===== src/rtl/lif_layer.sv =====
// rtl/lif_layer.sv - layer of N leaky integrate-and-fire neurons with refractory period
// One timestep per in_valid cycle; spikes, membranes and a saturating spike count are registered.
module lif_layer #(
    parameter int N          = 4,
    parameter int W          = 8,
    parameter int LEAK_SHIFT = 1,
    parameter int REFRAC     = 2,
    parameter int RESET_MODE = 0
) (
    input  logic             clk,
    input  logic             rst,
    input  logic             in_valid,
    input  logic [N*W-1:0]   current,
    input  logic [W-1:0]     threshold,
    output logic [N-1:0]     spike,
    output logic             out_valid,
    output logic [N*W-1:0]   state,
    output logic [15:0]      spike_total
);

    localparam logic [3:0] REFRAC_L = 4'(REFRAC);

    logic [W-1:0]  mem_q   [N];
    logic [W-1:0]  mem_d   [N];
    logic [3:0]    ref_q   [N];
    logic [3:0]    ref_d   [N];
    logic [W:0]    sum_c   [N];
    logic [W-1:0]  next_c  [N];
    logic [N-1:0]  spike_q;
    logic [N-1:0]  spike_d;
    logic          out_valid_q;
    logic [15:0]   total_q;
    logic [15:0]   total_d;
    logic [4:0]    pop_c;
    logic [16:0]   total_sum_c;

    always_comb begin
        spike_d = '0;
        for (int i = 0; i < N; i++) begin
            mem_d[i] = mem_q[i];
            ref_d[i] = ref_q[i];
            // Leak and integrate in W+1 bits so overflow is visible before saturating.
            sum_c[i]  = {1'b0, mem_q[i]} - {1'b0, (mem_q[i] >> LEAK_SHIFT)}
                      + {1'b0, current[i*W +: W]};
            next_c[i] = sum_c[i][W] ? {W{1'b1}} : sum_c[i][W-1:0];
            if (in_valid) begin
                if (ref_q[i] != 4'd0) begin
                    ref_d[i] = ref_q[i] - 4'd1;
                    mem_d[i] = '0;
                end else if (next_c[i] >= threshold) begin
                    spike_d[i] = 1'b1;
                    ref_d[i]   = REFRAC_L;
                    mem_d[i]   = (RESET_MODE == 1) ? (next_c[i] - threshold) : '0;
                end else begin
                    mem_d[i] = next_c[i];
                end
            end
        end
    end

    always_comb begin
        pop_c = '0;
        for (int i = 0; i < N; i++) begin
            pop_c = pop_c + 5'(spike_d[i]);
        end
        total_sum_c = {1'b0, total_q} + 17'(pop_c);
        total_d     = total_sum_c[16] ? 16'hFFFF : total_sum_c[15:0];
    end

    always_ff @(posedge clk) begin
        if (rst) begin
            for (int i = 0; i < N; i++) begin
                mem_q[i] <= '0;
                ref_q[i] <= '0;
            end
            spike_q     <= '0;
            out_valid_q <= 1'b0;
            total_q     <= '0;
        end else begin
            for (int i = 0; i < N; i++) begin
                mem_q[i] <= mem_d[i];
                ref_q[i] <= ref_d[i];
            end
            spike_q     <= spike_d;
            out_valid_q <= in_valid;
            total_q     <= total_d;
        end
    end

    for (genvar g = 0; g < N; g++) begin : g_pack
        assign state[g*W +: W] = mem_q[g];
    end

    assign spike       = spike_q;
    assign out_valid   = out_valid_q;
    assign spike_total = total_q;

endmodule

===== config.mk =====
export PLATFORM = sky130hd
export DESIGN_NAME = lif_layer
export DESIGN_NICKNAME = d
export VERILOG_FILES = /design/src/rtl/lif_layer.sv
export SDC_FILE = /design/constraint.sdc
export NUM_CORES = 1
export LEC_CHECK = 0
export CAP_MARGIN = 40
export CORE_ASPECT_RATIO = 1.5
export CORE_MARGIN = 2
export CORE_UTILIZATION = 50
export DETAILED_ROUTE_END_ITERATION = 8
export PLACE_DENSITY = 0.82
export SETUP_SLACK_MARGIN = 0.15
export SLEW_MARGIN = 20
export SYNTH_ARGS = -nofsm -noshare
export SYNTH_HDL_FRONTEND = slang
export SYNTH_SLANG_ARGS = --single-unit

===== constraint.sdc =====
create_clock -name clk -period 9.1 [get_ports clk]
set_clock_uncertainty 0.2 [all_clocks]
set_input_delay 1.82 -clock clk [delete_from_list [all_inputs] [get_ports clk]]
set_output_delay 1.82 -clock clk [all_outputs]
set_load 0.005 [all_outputs]

Yosys cells after proc, flatten, opt, wreduce, memory -nomap -nowiden
Memory sizes are Yosys's and may differ from the RTL's. Cells that the tools add are included. W data, S select, Z words.

Latch bits: 0. Memory bits (read-only): 0. RAM bits: 48. Output and inout bits: 53. Memories: 2. Bits in registers: 21. Bits of input ports: 43. Logic and storage cells: 89.

Order comparisons: 4. Bitwise gates (word level): 8. Eq/ne operators: 0. Div/mod/pow operators: 0. $add $sub $neg: 16. Multiply operators: 0. Reductions and logical operators: 4. Shift-type cells: 0. Mux-type cells: 52.

Memories: mem_q (words 4, width 8, rd ports 4, clocked after memory_dff 0, wr ports 4, line 23) `logic [W-1:0] mem_q [N];`; ref_q (words 4, width 4, rd ports 4, clocked after memory_dff 0, wr ports 4, line 25) `logic [3:0] ref_q [N];`.

Operators by type and width (number): $mux W8 (20); $mux W4 (16); $add A9 B8 Y9 (4); $sub A8 B7 Y9 (4); $ge A8 B8 Y1 (4); $add A16 B4 Y17 (1); $mux W16 (1); $reduce_bool A4 Y1 (4); $sub A4 B1 Y4 const B (4); $mux W1 (15); $or A1 B1 Y1 (8); $add A3 B1 Y4 (1); $add A2 B1 Y3 (1); $add A1 B1 Y2 (1).

Depth between registers and ports, before layout
An unclocked memory read counts as a cell.

Depth after elaboration: 13. Gate-level depth with buffers: 27. Depth with buffers taken out: 27.

Worst setup path before layout
Ideal clock, no wire load.

Path type: input port to flip-flop. Start point: input current[17]. End point: register total_q[10] (netlist: spike_total[10]). Buffers on the path: 1. Cell stages on the path: 25. Path slack: 1.783 ns. Data required time: 8.829 ns. Setup time: 0.071 ns. Arrival time: 7.047 ns. Path through: inv_1 -> fa_1 -> inv_1 -> fa_1 -> a211o_1 -> o2111ai_1 -> a31oi_1 -> nor2_1 -> nor2_1 -> ha_1 -> nand2b_1 -> a2111oi_2 -> o21ai_1 -> nand2_1 -> nand2_1 -> and3_1 -> fa_1 -> inv_1 -> fa_1 -> inv_1 -> fa_1 -> nand4_2 -> or3_1 -> buf_2 -> a21oi_1.

Longest elaborated chain between the ends: 10.

Ends and longest elaborated chain: start, declared (line 13) `input logic [N*W-1:0] current,`; $add A9 B8 Y9 (line 44) `+ {1'b0, current[i*W +: W]};`; $mux W8 (line 45) `next_c[i] = sum_c[i][W] ? {W{1'b1}} : sum_c[i][W-1:0];`; $ge A8 B8 Y1 (line 50) `end else if (next_c[i] >= threshold) begin`; $mux W1 (line 50); $mux W1 (line 47) `if (ref_q[i] != 4'd0) begin`; $mux W1 (line 46) `if (in_valid) begin`; named net spike_d[2] (line 30) `logic [N-1:0] spike_d;`; $add A2 B1 Y3 (line 64) `pop_c = pop_c + 5'(spike_d[i]);`; $add A3 B1 Y4 (line 64); $add A16 B4 Y17 (line 66) `total_sum_c = {1'b0, total_q} + 17'(pop_c);`; $mux W16 (line 67) `total_d = total_sum_c[16] ? 16'hFFFF : total_sum_c[15:0];`; end signal, assigned (line 86) `total_q <= total_d;`; end, declared (line 32) `logic [15:0] total_q;`.

The timed path passes the listed nets, and every way through them passes these cells. A chain may end at the register's enable or synchronous reset.

Worst setup path in the final report
Start point: input current[17]. End point: register total_q[5] (netlist: spike_total[5]).

Same word-level chain as after synthesis.

==> results.yml <==
place:
  dp_cells: 968
  port-buffer-count: 95
  dpl_cell_area_mm2: 0.00721
  place_hpwl_um: 11000
  place_congestion: 0.903
timing:
  max_freq_mhz: 127
  setup_viol: 0
  relSlewSlack_pct: 48.6
  drv_slew: 0
  min_period_ns: 7.88
  final.period_utilization_pct: 86.6
  tns_ns: 0
  hold_viol: 0
  rsz0062_at_grt: "false"
  tightest_slew_ns: 0.769
yosys:
  ys_async_sr_fraction_pct: 0
  synth_area_leaders: "dfxtp_1 23%, ha_1 16%, fa_1 10%, inv_1 9.4%, a21oi_1 4.2%"
  syn_area_mm2: 0.00608
  synthesis.area_per_instance_um2: 8.36
  yosysTopAreaCell: "dfxtp_1"
  ys_ff_latch: 69
  synth_top_area_share_pct: 22.7
  synthesis.nets: 879
  synth_edf_count: 0
  synth.distinct_cells: 61
  ys_warn_count: 0
  synthCells: 728
  ys_seq_area_share_pct: 22.7
  ys.flop_type: "dfxtp_1"
clock_network:
  numCtsBuffers: 9
  htreeDepth: 3
  root_buffer: "clkbuf_16"
  clk_pin_slew_ns: 0.05
  clk_path_buf_depth: 2
  clkLatencyLatePin_ns: 0.33
  clkSinkCount: 69
  cts_hold_buf: 0
  cts_resized: 0
  cts_tree: "built"
  post-cts-setup-buffers: 0
die:
  row_count: 49
  die_x_um: 94.1
  die_h_um: 139
  ios: 96
  initial_core_util_pct: 50.9
  dieArea_mm2: 0.0131
  core_area_mm2: 0.0120
route:
  drc: 0
  routed_wl_um: 13800
  drt_iter0_drc: 259
  dr.pass1.iters: 4
  ant_nets: 0
  vias: 5337
  routed_via_density: 5.42
  wl_per_cell_um: 14.0
setup_path:
  cp-end-kind: "flip-flop"
  cp.required_ns: 9.16
  path_class: "input pin to flip-flop"
  start_kind: "input pin"
  cp_max_fo: 13
  cp_data_arrival_time_ns: 7.94
grt:
  overflow: 0
  grt_max_degree: 37
  grt_pass1_vias: 5515
  grtUsageTotal_pct: 22.7
  grt_pass1_wl_um: 24500
  antenna_found_initial: 0
finish:
  final_area_mm2: 0.00749
  final_nets: 977
  final_cell_mix: "153 x inv_1, 95 x clkdlybuf4s50_1, 77 x ha_1, 69 x dfxtp_1, 51 x a21oi_1"
  drive_gt1_share_pct: 5.05
  mostFrequentLayoutCell: "inv_1"
  final_cells: 984
  antennaDiodeCount: 0
  syn_to_final_growth_pct: 23.1
flow_run:
  drv_cap: 0
outcome:
  status: "finished, final reports clean"
worst_hold_path:
  hold_class: "flip-flop to flip-flop"
## worst paths after layout
check,start,to,slack [ns],cells after the start
max reg2reg,mem_q[2][1],spike_total[5],2.76,24
min reg2reg,ref_q[3][1],ref_q[3][1],0.28,2
max,current[17],spike_total[5],1.22,25
min,ref_q[3][1],ref_q[3][1],0.28,2
## worst max-delay path, stage by stage
cell and delay (ns):
clkdlybuf4s50_1 0.45, inv_1 0.05, fa_1 0.52, inv_1 0.06, fa_1 0.47, a211o_1 0.28
o2111ai_1 0.13, a31oi_1 0.17, nor2_1 0.30, nor2_1 0.11, ha_1 0.28, nand2b_1 0.15
a2111oi_2 0.42, o21ai_1 0.15, nand2_1 0.09, nand2_1 0.06, and3_1 0.19, fa_1 0.48
inv_1 0.05, fa_1 0.37, inv_1 0.08, fa_1 0.26, nand4_2 0.17, or3_1 0.61
a21oi_1 0.21
## synthesized netlist by cell type, types with 9 or more instances
| library cell | instances |
|---|---|
| a211oi_1 | 15 |
| a21o_1 | 14 |
| a21oi_1 | 51 |
| a22o_1 | 9 |
| a32o_1 | 15 |
| dfxtp_1 | 69 |
| fa_1 | 31 |
| ha_1 | 77 |
| inv_1 | 153 |
| nand2_1 | 47 |
| nand3_1 | 10 |
| nor2_1 | 42 |
| nor3_1 | 12 |
| o21ai_0 | 31 |
| xnor2_1 | 18 |
| xor2_1 | 13 |
## metrics by stage
stage | hold slack [ns] | setup slack [ns] | util [%]
5_1_grt | 0.298 | 0.721 | 62.6
3_5_place_dp | 0.270 | 0.872 | 60.3
3_3_place_gp | 0.263 | 1.06 | 60.3
6_report | 0.282 | 1.22 | 62.6
4_1_cts | 0.282 | 1.21 | 62.6
2_1_floorplan | 0.250 | 1.78 | -
## layer usage
layer / track usage [%] / share of wire [%] / vias up
met3: 3.80 / 4.2 / 24
met1: 27.0 / 41 / 2518
li1: - / - / 2685
met4: 8.62 / 2.2 / 0
met2: 40.2 / 53 / 110
met5: 0 / 0 / -
## state kept, by name, summed over array words and instances (netlist names)
register and cells:
spike_total 16, out_valid 1, mem_q 32, spike 4
ref_q 16
## area by class of cell
class / count / area (um^2)
multi-input combinational: 494 / 4080
tap: 153 / 191
fill: 1015 / 4470
clock buffer: 12 / 256
clock inverter: 4 / 22.5
inverter: 153 / 574
sequential: 69 / 1380
timing repair buffer: 99 / 981
## cell families after synthesis
logic type | after synthesis | synth area share (%)
xor gates and xnor gates | 31 | 4.46
buffers and inverters | 165 | 10.3
AOI/OAI and AO/OA | 190 | 22.8
and+or+nand+nor | 164 | 13.6
DFF | 69 | 22.7
adders and majority gates | 108 | 26.0
muxes | 1 | 0.165
Power is not shown: default switching activity piles up to over one toggle a cycle in this logic, so the estimate is an artifact.
